File: src/rtl/memcell_array.sv
// memcell_array
//   Single-port word array: DEPTH words of WIDTH bits behind one shared
//   op/sel/addr port. Reads are registered (data and a one-cycle valid strobe
//   appear the cycle after the request). A clear engine sweeps every word to
//   zero, one word per cycle, while busy is high.
//
// Ports
//   clk    system clock, all state updates on the rising edge
//   rst    synchronous, active-high reset
//   sel    access enable (1 = perform op this cycle)
//   op     0 = write, 1 = read
//   addr   word address
//   inp    write data
//   clr    one-cycle request to start a clear sweep
//   outp   registered read data, holds the last read value
//   valid  high for exactly one cycle after each accepted read
//   busy   high while the clear sweep runs
module memcell_array #(
    parameter int WIDTH  = 8,
    parameter int DEPTH  = 8,
    parameter int ADDR_W = 3
) (
    input  logic              clk,
    input  logic              rst,
    input  logic              sel,
    input  logic              op,
    input  logic [ADDR_W-1:0] addr,
    input  logic [WIDTH-1:0]  inp,
    input  logic              clr,
    output logic [WIDTH-1:0]  outp,
    output logic              valid,
    output logic              busy
);

    typedef enum logic {
        IDLE  = 1'b0,
        CLEAR = 1'b1
    } state_t;

    // DEPTH may equal 2**ADDR_W, so the range check needs one extra bit.
    localparam logic [ADDR_W:0]   DEPTH_W  = (ADDR_W + 1)'(DEPTH);
    localparam logic [ADDR_W-1:0] LAST_IDX = ADDR_W'(DEPTH - 1);

    state_t            state;
    state_t            state_nxt;
    logic [ADDR_W-1:0] cnt;
    logic [WIDTH-1:0]  mem [DEPTH];

    logic in_range;
    logic access;
    logic wr_en;
    logic rd_en;
    logic sweep_done;

    assign in_range   = ({1'b0, addr} < DEPTH_W);
    // clr has priority over sel; any access is only honoured from IDLE.
    assign access     = (state == IDLE) && !clr && sel;
    assign wr_en      = access && !op && in_range;
    assign rd_en      = access && op;
    assign sweep_done = (cnt == LAST_IDX);
    assign busy       = (state == CLEAR);

    // NOTE: every signal assigned in always_comb gets a default first so no
    // path leaves it unassigned; that is what keeps a latch from being inferred.
    always_comb begin
        state_nxt = state;
        case (state)
            IDLE:    if (clr) state_nxt = CLEAR;
            CLEAR:   if (sweep_done) state_nxt = IDLE;
            default: state_nxt = IDLE;
        endcase
    end

    // NOTE: sequential state uses non-blocking assignments so every register
    // samples the pre-edge values, independent of statement order.
    always_ff @(posedge clk) begin
        if (rst) begin
            state <= IDLE;
            cnt   <= '0;
            outp  <= '0;
            valid <= 1'b0;
        end else begin
            state <= state_nxt;
            valid <= rd_en;
            if (rd_en) begin
                // Out-of-range reads return zero but still strobe valid.
                outp <= in_range ? mem[addr] : '0;
            end
            if (busy) begin
                cnt <= sweep_done ? '0 : cnt + ADDR_W'(1);
            end
        end
    end

    // One register per word, each with its own enable, so the sweep and the
    // port write never drive the same storage from two processes.
    for (genvar g = 0; g < DEPTH; g++) begin : g_word
        logic [WIDTH-1:0] word;

        // NOTE: the storage is cleared by reset because reset must leave every
        // word reading zero; this costs a reset net on every word flop.
        always_ff @(posedge clk) begin
            if (rst) begin
                word <= '0;
            end else if (busy && cnt == ADDR_W'(g)) begin
                word <= '0;
            end else if (wr_en && addr == ADDR_W'(g)) begin
                word <= inp;
            end
        end

        assign mem[g] = word;
    end

endmodule

File: config.mk
export PLATFORM = sky130hd
export DESIGN_NAME = memcell_array
export DESIGN_NICKNAME = d
export VERILOG_FILES = /design/src/rtl/memcell_array.sv
export SDC_FILE = /design/constraint.sdc
export NUM_CORES = 1
export LEC_CHECK = 0
export BUFFER_PORTS_ARGS = -buffer_cell sky130_fd_sc_hd__buf_2
export CAP_MARGIN = 15
export CORE_ASPECT_RATIO = 1.5
export CORE_MARGIN = 1
export CORE_UTILIZATION = 64
export DETAILED_ROUTE_END_ITERATION = 10
export PLACE_DENSITY = 0.84
export SLEW_MARGIN = 30
export SYNTH_ARGS = -nofsm -noshare
export SYNTH_HDL_FRONTEND = slang
export SYNTH_SLANG_ARGS = --single-unit
File: constraint.sdc
create_clock -name clk -period 4.7 [get_ports clk]
set_input_delay 0.705 -clock clk [delete_from_list [all_inputs] [get_ports clk]]
set_output_delay 0.705 -clock clk [all_outputs]
set_load 0.05 [all_outputs]
==> flow_metrics.py, run 1 <==
metrics = {
    "status": {
        "status": "finished, final reports clean",
    },
    "sta": {
        "skew_ns": 0.0109,
        "maxSlewHeadroom_pct": 39.9,
        "tightest_slew_ns": 0.902,
        "fin_crit_ns": 2.43,
        "fin_crit_sh_pct": 51.8,
        "hold_violations": 0,
        "fin_setup_tns_ns": 0,
        "fmax_ghz": 0.411,
        "finalSetupViolations": 0,
        "drv_slew": 0,
        "rsz0062_at_grt": "false",
        "layout_setup_ws_ns": 2.27,
    },
    "logic_synthesis": {
        "yosysMostFrequentCell": "dfxtp_1",
        "yosys.area.top_type_share_pct": 44.8,
        "syn-cell-area_um2": 3440,
        "synth_ff_type": "dfxtp_1",
        "synth_seq_cells": 77,
        "synth_edf_count": 0,
        "yosys.area_share.simple_pct": 15.8,
        "ys_top_cells_by_count": "dfxtp_1, nor2_1, mux2i_1",
        "synth_top_family_by_area": "multiplexers",
        "yosysWarnings": 0,
        "yosysTopAreaCell": "dfxtp_1",
        "synth_compound_area_share_pct": 7.09,
        "synth_xor_xnor_area_share_pct": 0.254,
        "synth_area_leaders": "dfxtp_1, mux2i_1, nor2_1",
        "yosysUniqueCellTypes": 32,
        "async_reset_ff_share_pct": 0,
        "post_synth_inst_count": 340,
        "yosysSeqAreaShare_pct": 44.8,
        "synth_mux_area_share_pct": 26.1,
        "synth.avg_cell_area_um2": 10.1,
        "syn_nets": 362,
        "synthAdderAreaFrac_pct": 2.18,
    },
    "setup_path": {
        "arrival_ns": 2.67,
        "crit_family": "simple AND/OR/NAND/NOR gates",
        "cpPeakStageDelay_ns": 0.72,
        "worst_ep_required_time_ns": 4.94,
        "cp_max_fo": 15,
        "endpoint_kind": "flop",
        "crit_type": "flop to flop",
        "r2r_setup_slack_ns": 2.27,
        "critPathBufInv": 0,
        "cp_num_cells": 4,
        "path_cells": "nor4b_1 > nand4b_1 > mux2i_1 > nor2_1",
        "slowest_stage": "nor4b_1",
        "start_kind": "flop",
        "reg2regPathDepth": 4,
    },
    "detailed_routing": {
        "vias": 2462,
        "wire_per_inst_um": 17.6,
        "drt-vias-per-instance": 5.83,
        "route.final.wire_length_mm": 7.41,
        "drtPass1Iterations": 4,
        "drcViolationCount": 0,
        "antenna_left": 0,
        "drt_iter0_markers": 136,
    },
    "finish": {
        "regArea_um2": 1540,
        "num-nets-final": 372,
        "syn_to_final_growth_pct": 9.85,
        "multi_input_area_um2": 1790,
        "diodes": 0,
        "drive_gt1_share_pct": 17.5,
        "fillCellCount": 377,
        "fin_util_pct": 73.2,
        "fin_cells": 422,
    },
    "global_route": {
        "grt_use_total_pct": 29.7,
        "grt_pass1_vias": 2571,
        "overflow": 0,
        "grt_max_degree": 44,
        "grt_pass1_wl_mm": 12.1,
        "antenna_found_initial": 0,
    },
    "clocking": {
        "cts_made_buffers": 9,
        "clkSinkCount": 77,
        "postCtsResizedCells": 0,
        "postCtsSetupBuffers": 0,
        "h-tree-depth": 3,
        "clk_pin_slew_ns": 0.08,
        "cts_root_buffer": "clkbuf_8",
        "cts_buffer_depth": 2,
        "clk_latency_ns": 0.35,
        "cts_hold_buf": 0,
        "cts_tree": "built",
    },
    "power_and_ir_drop": {
        "cellPowerDensity_nw_per_um2": 346,
        "vdd_drop_max_uv": 345,
        "total_leakage_power_nw": 1.64,
    },
    "hold_path": {
        "min_path_type": "flop to flop",
        "hold_depth": 2,
    },
    "die": {
        "dieArea_um2": 5680,
        "core_area_um2": 5160,
        "rows": 32,
        "initial_utilization_pct": 66.6,
        "die_y_um": 91.8,
        "io_pins": 26,
        "die_w_um": 61.9,
    },
    "placed_design": {
        "io_buffers": 25,
        "preCtsSetupSlack_ns": 2.01,
        "hpwl_mm": 5.11,
        "dp.cells": 407,
        "gp_congestion": 0.803,
    },
    "flow_run": {
        "cap_violations": 0,
    },
}
routing by layer:
layer / up-vias / track usage [%] / part of all wire, % / wire, um
met3: 15 / 5.22 / 3.0 / 221
met2: 49 / 47.1 / 51 / 3770
met4: 0 / 18.7 / 2.8 / 208
met1: 1190 / 35.7 / 43 / 3210
met5: - / 0 / 0 / 0
li1: 1208 / - / - / -
layout by cell type, fill, tap and decap left out, types with 5 or more instances in the layout:
master and count:
a2111oi_0 5, a211oi_1 6, a21o_1 5, buf_2 25
clkbuf_8 10, dfxtp_1 77, ha_1 6, mux2_2 8
mux2i_1 65, mux4_2 7, nand2_1 9, nor2_1 75
nor2b_1 15
report_power, final:
part	internal [mW]	leakage (nW)	switching, mW	total [mW]
Sequential	0.660	0.622	0.00792	0.667
Combinational	0.0322	0.917	0.0694	0.102
Clock	0.310	0.105	0.229	0.539
metrics by stage:
stage | instance area (um^2) | power, mW | hold slack, ns
global route | 3780 | 1.35 | 0.473
detailed placement | 3570 | 0.783 | 0.432
finish | 3780 | 1.31 | 0.450
CTS | 3780 | 1.31 | 0.450
global placement | 3560 | 0.779 | 0.434
floorplan | 3440 | 0.754 | 0.452
path summary, 6_finish.rpt:
path	startpoint	to
max	busy$_SDFF_PP0_	g_word[5].word[3]$_SDFFE_PP0P_
min	outp[3]$_SDFFE_PP0P_	outp[3]$_SDFFE_PP0P_
max reg2reg	busy$_SDFF_PP0_	g_word[5].word[3]$_SDFFE_PP0P_
min reg2reg	outp[3]$_SDFFE_PP0P_	outp[3]$_SDFFE_PP0P_
logic make-up (layout without fill, tap and decap cells):
logic type               Yosys count  count (layout)
AO/OA/AOI/OAI                     31              31
XOR/XNOR                           1               1
adder cells (fa/ha/maj)            6               6
buffers and inverters             31              45
flip-flops                        77              77
multiplexers                      80              80
AND/OR/NAND/NOR                  114             114
registers in the layout, summed over array words and instances, names as in the netlist:
signal	flops
outp	8
valid	1
busy	1
g_word.word	64
cnt	3
area by class of cell:
class / instances / area share (%)
multi-input combinational: 232 / 47.4
tap: 68 / 2.25
clock inverter: 4 / 1.92
timing repair buffer: 26 / 3.51
inverter: 4 / 0.397
clock buffer: 11 / 3.74
sequential: 77 / 40.8
worst register-to-register path, stage by stage (launching register included):
cell and delay, ns:
dfxtp_1 0.47, nor4b_1 0.72, nand4b_1 0.71, mux2i_1 0.36, nor2_1 0.06
Note: power is estimated with default switching activity, not from simulation.
==> inputs of run 2 (changes only) <==
--- a/config.mk
+++ b/config.mk
@@ -9,9 +9,9 @@
 export CAP_MARGIN = 15
 export CORE_ASPECT_RATIO = 1.5
 export CORE_MARGIN = 1
-export CORE_UTILIZATION = 64
+export CORE_UTILIZATION = 59
 export DETAILED_ROUTE_END_ITERATION = 10
-export PLACE_DENSITY = 0.84
+export PLACE_DENSITY = 0.78
 export SLEW_MARGIN = 30
 export SYNTH_ARGS = -nofsm -noshare
 export SYNTH_HDL_FRONTEND = slang
==> constraint.sdc (replaced) <==
create_clock -name clk -period 2.4 [get_ports clk]
set_input_delay 0.36 -clock clk [delete_from_list [all_inputs] [get_ports clk]]
set_output_delay 0.36 -clock clk [all_outputs]
set_load 0.05 [all_outputs]
==> run 2 against run 1 <==
Against the previous run: combinational power increased by 100%; global-route usage shrank 2.0 points; critical path type unchanged; utilization shrank 2.9 points; die area rose by 8.2%; non-clock buffer count up 9; wire length grew 2.3%; largest cell class unchanged; critical path depth rose by 2; cell count up 2.6%; clock-buffer cell count did not move; highest routed layer unchanged; largest power group unchanged; sequential power up 95%; critical endpoint is now g_word[5].word[0]$_SDFFE_PP0P_; setup slack worse by 1.9 ns.
==> flow_metrics.py, run 2 (synthesis gave the netlist of run 1 again) <==
metrics = {
    "finish": {
        "top_regs": "g_word.word (64), outp (8), cnt (3)",
        "diodes": 0,
        "fin_cells": 433,
        "num-nets-final": 381,
        "mostFrequentLayoutCell": "dfxtp_1",
        "top_register": "g_word.word",
        "syn_to_final_growth_pct": 13.0,
        "fin_util_pct": 70.3,
        "drive_gt1_share_pct": 19.6,
        "largest_register_ffs": 64,
        "layout_common_cells": "dfxtp_1, nor2_1, mux2i_1, buf_2, nor2b_1",
    },
    "hold_path": {
        "min_path_type": "primary input to flop",
    },
    "sta": {
        "fin_crit_ns": 2.08,
        "maxSlewHeadroom_pct": 49.1,
        "drv_slew": 0,
        "fin_crit_sh_pct": 86.6,
        "skew_ns": 0.00559,
        "finalSetupViolations": 0,
        "hold_violations": 0,
        "fmax_ghz": 0.481,
        "rsz0062_at_grt": "false",
        "tightest_slew_ns": 0.754,
        "layout_setup_ws_ns": 0.322,
        "fin_setup_tns_ns": 0,
    },
    "clocking": {
        "postCtsResizedCells": 0,
        "cts_hold_buf": 0,
        "cts_root_buffer": "clkbuf_8",
        "clk_pin_slew_ns": 0.08,
        "cts_made_buffers": 9,
        "cts_tree": "built",
        "postCtsSetupBuffers": 0,
        "cts_buffer_depth": 2,
        "h-tree-depth": 3,
        "clkSinkCount": 77,
        "clk_latency_ns": 0.35,
    },
    "global_route": {
        "grt_max_degree": 27,
        "grt_pass1_vias": 2565,
        "overflow": 0,
        "grt_pass1_wl_mm": 12.5,
        "grt_use_total_pct": 27.7,
        "antenna_found_initial": 0,
    },
    "die": {
        "die_w_um": 64.4,
        "core_area_um2": 5530,
        "rows": 33,
        "dieArea_um2": 6150,
        "initial_utilization_pct": 62.2,
        "die_y_um": 95.5,
        "io_pins": 26,
    },
    "setup_path": {
        "slowest_stage": "nand4b_1",
        "endpoint_kind": "flop",
        "path_cells": "buf_4 > nor4b_1 > buf_4 > nand4b_1 > mux2i_1 > nor2_1",
        "crit_top_cell": "buf_4",
        "cp_max_fo": 14,
        "cpPeakStageDelay_ns": 0.54,
        "worst_ep_required_time_ns": 2.64,
        "arrival_ns": 2.32,
        "start_kind": "flop",
        "crit_type": "flop to flop",
    },
    "power_and_ir_drop": {
        "total_leakage_power_nw": 1.71,
        "total_power_mw": 2.79,
        "vdd_drop_max_uv": 484,
        "cellPowerDensity_nw_per_um2": 717,
    },
    "detailed_routing": {
        "drt_iter0_markers": 133,
        "vias": 2520,
        "drtPass1Iterations": 4,
        "wire_per_inst_um": 17.5,
        "drt-vias-per-instance": 5.82,
        "route.final.wire_length_mm": 7.58,
        "drcViolationCount": 0,
        "antenna_left": 0,
    },
    "status": {
        "status": "finished, final reports clean",
    },
    "placed_design": {
        "hpwl_mm": 5.28,
        "gp_congestion": 0.880,
        "dp.cells": 418,
        "preCtsSetupSlack_ns": 0.303,
        "io_buffers": 25,
    },
    "flow_run": {
        "cap_violations": 0,
    },
}
==> run 2: layout make-up <==
class | count | area (um^2)
repair buffers | 35 | 200
clock buffers | 11 | 141
flip-flops and latches | 77 | 1540
fillers | 442 | 1640
well taps | 70 | 87.6
multi-input cells | 232 | 1780
clock inverters | 4 | 120
inverters | 4 | 15.0
==> run 2: final timing paths <==
kind	startpoint	end	slack [ns]	cells past startpoint
setup reg to reg	busy$_SDFF_PP0_	g_word[5].word[0]$_SDFFE_PP0P_	0.32	6
setup / recovery	busy$_SDFF_PP0_	g_word[5].word[0]$_SDFFE_PP0P_	0.32	6
hold reg to reg	outp[0]$_SDFFE_PP0P_	outp[0]$_SDFFE_PP0P_	0.45	2
hold / removal	clr	busy$_SDFF_PP0_	0.26	3
==> run 2: stage by stage <==
stage	cell area [um^2]	hold slack, ns
finish	3890	0.264
floorplan	3440	0.452
detailed placement	3630	0.440
CTS	3890	0.243
global route	3890	0.288
global placement	3630	0.434
==> run 2: report_power, final <==
part	total [mW]	switching, mW	internal, mW
sequential	1.30	0.0109	1.29
combinational	0.209	0.141	0.0673
clock	1.28	0.459	0.819
==> run 2: critical path: cells and delay by family (launching register included) <==
kind | cells | cell delay, ns
buffers and inverters | 2 | 0.37
flip-flops | 1 | 0.31
multiplexers | 1 | 0.36
AND/OR/NAND/NOR | 3 | 0.91
==> run 2: routing by layer <==
metal  track usage, %  share of wire (%)  vias up
met2             48.2                 50       59
li1                 -                  -     1227
met4             14.8                2.4        0
met3             6.22                3.7       14
met5                0                  0        -
met1             31.3                 43     1220
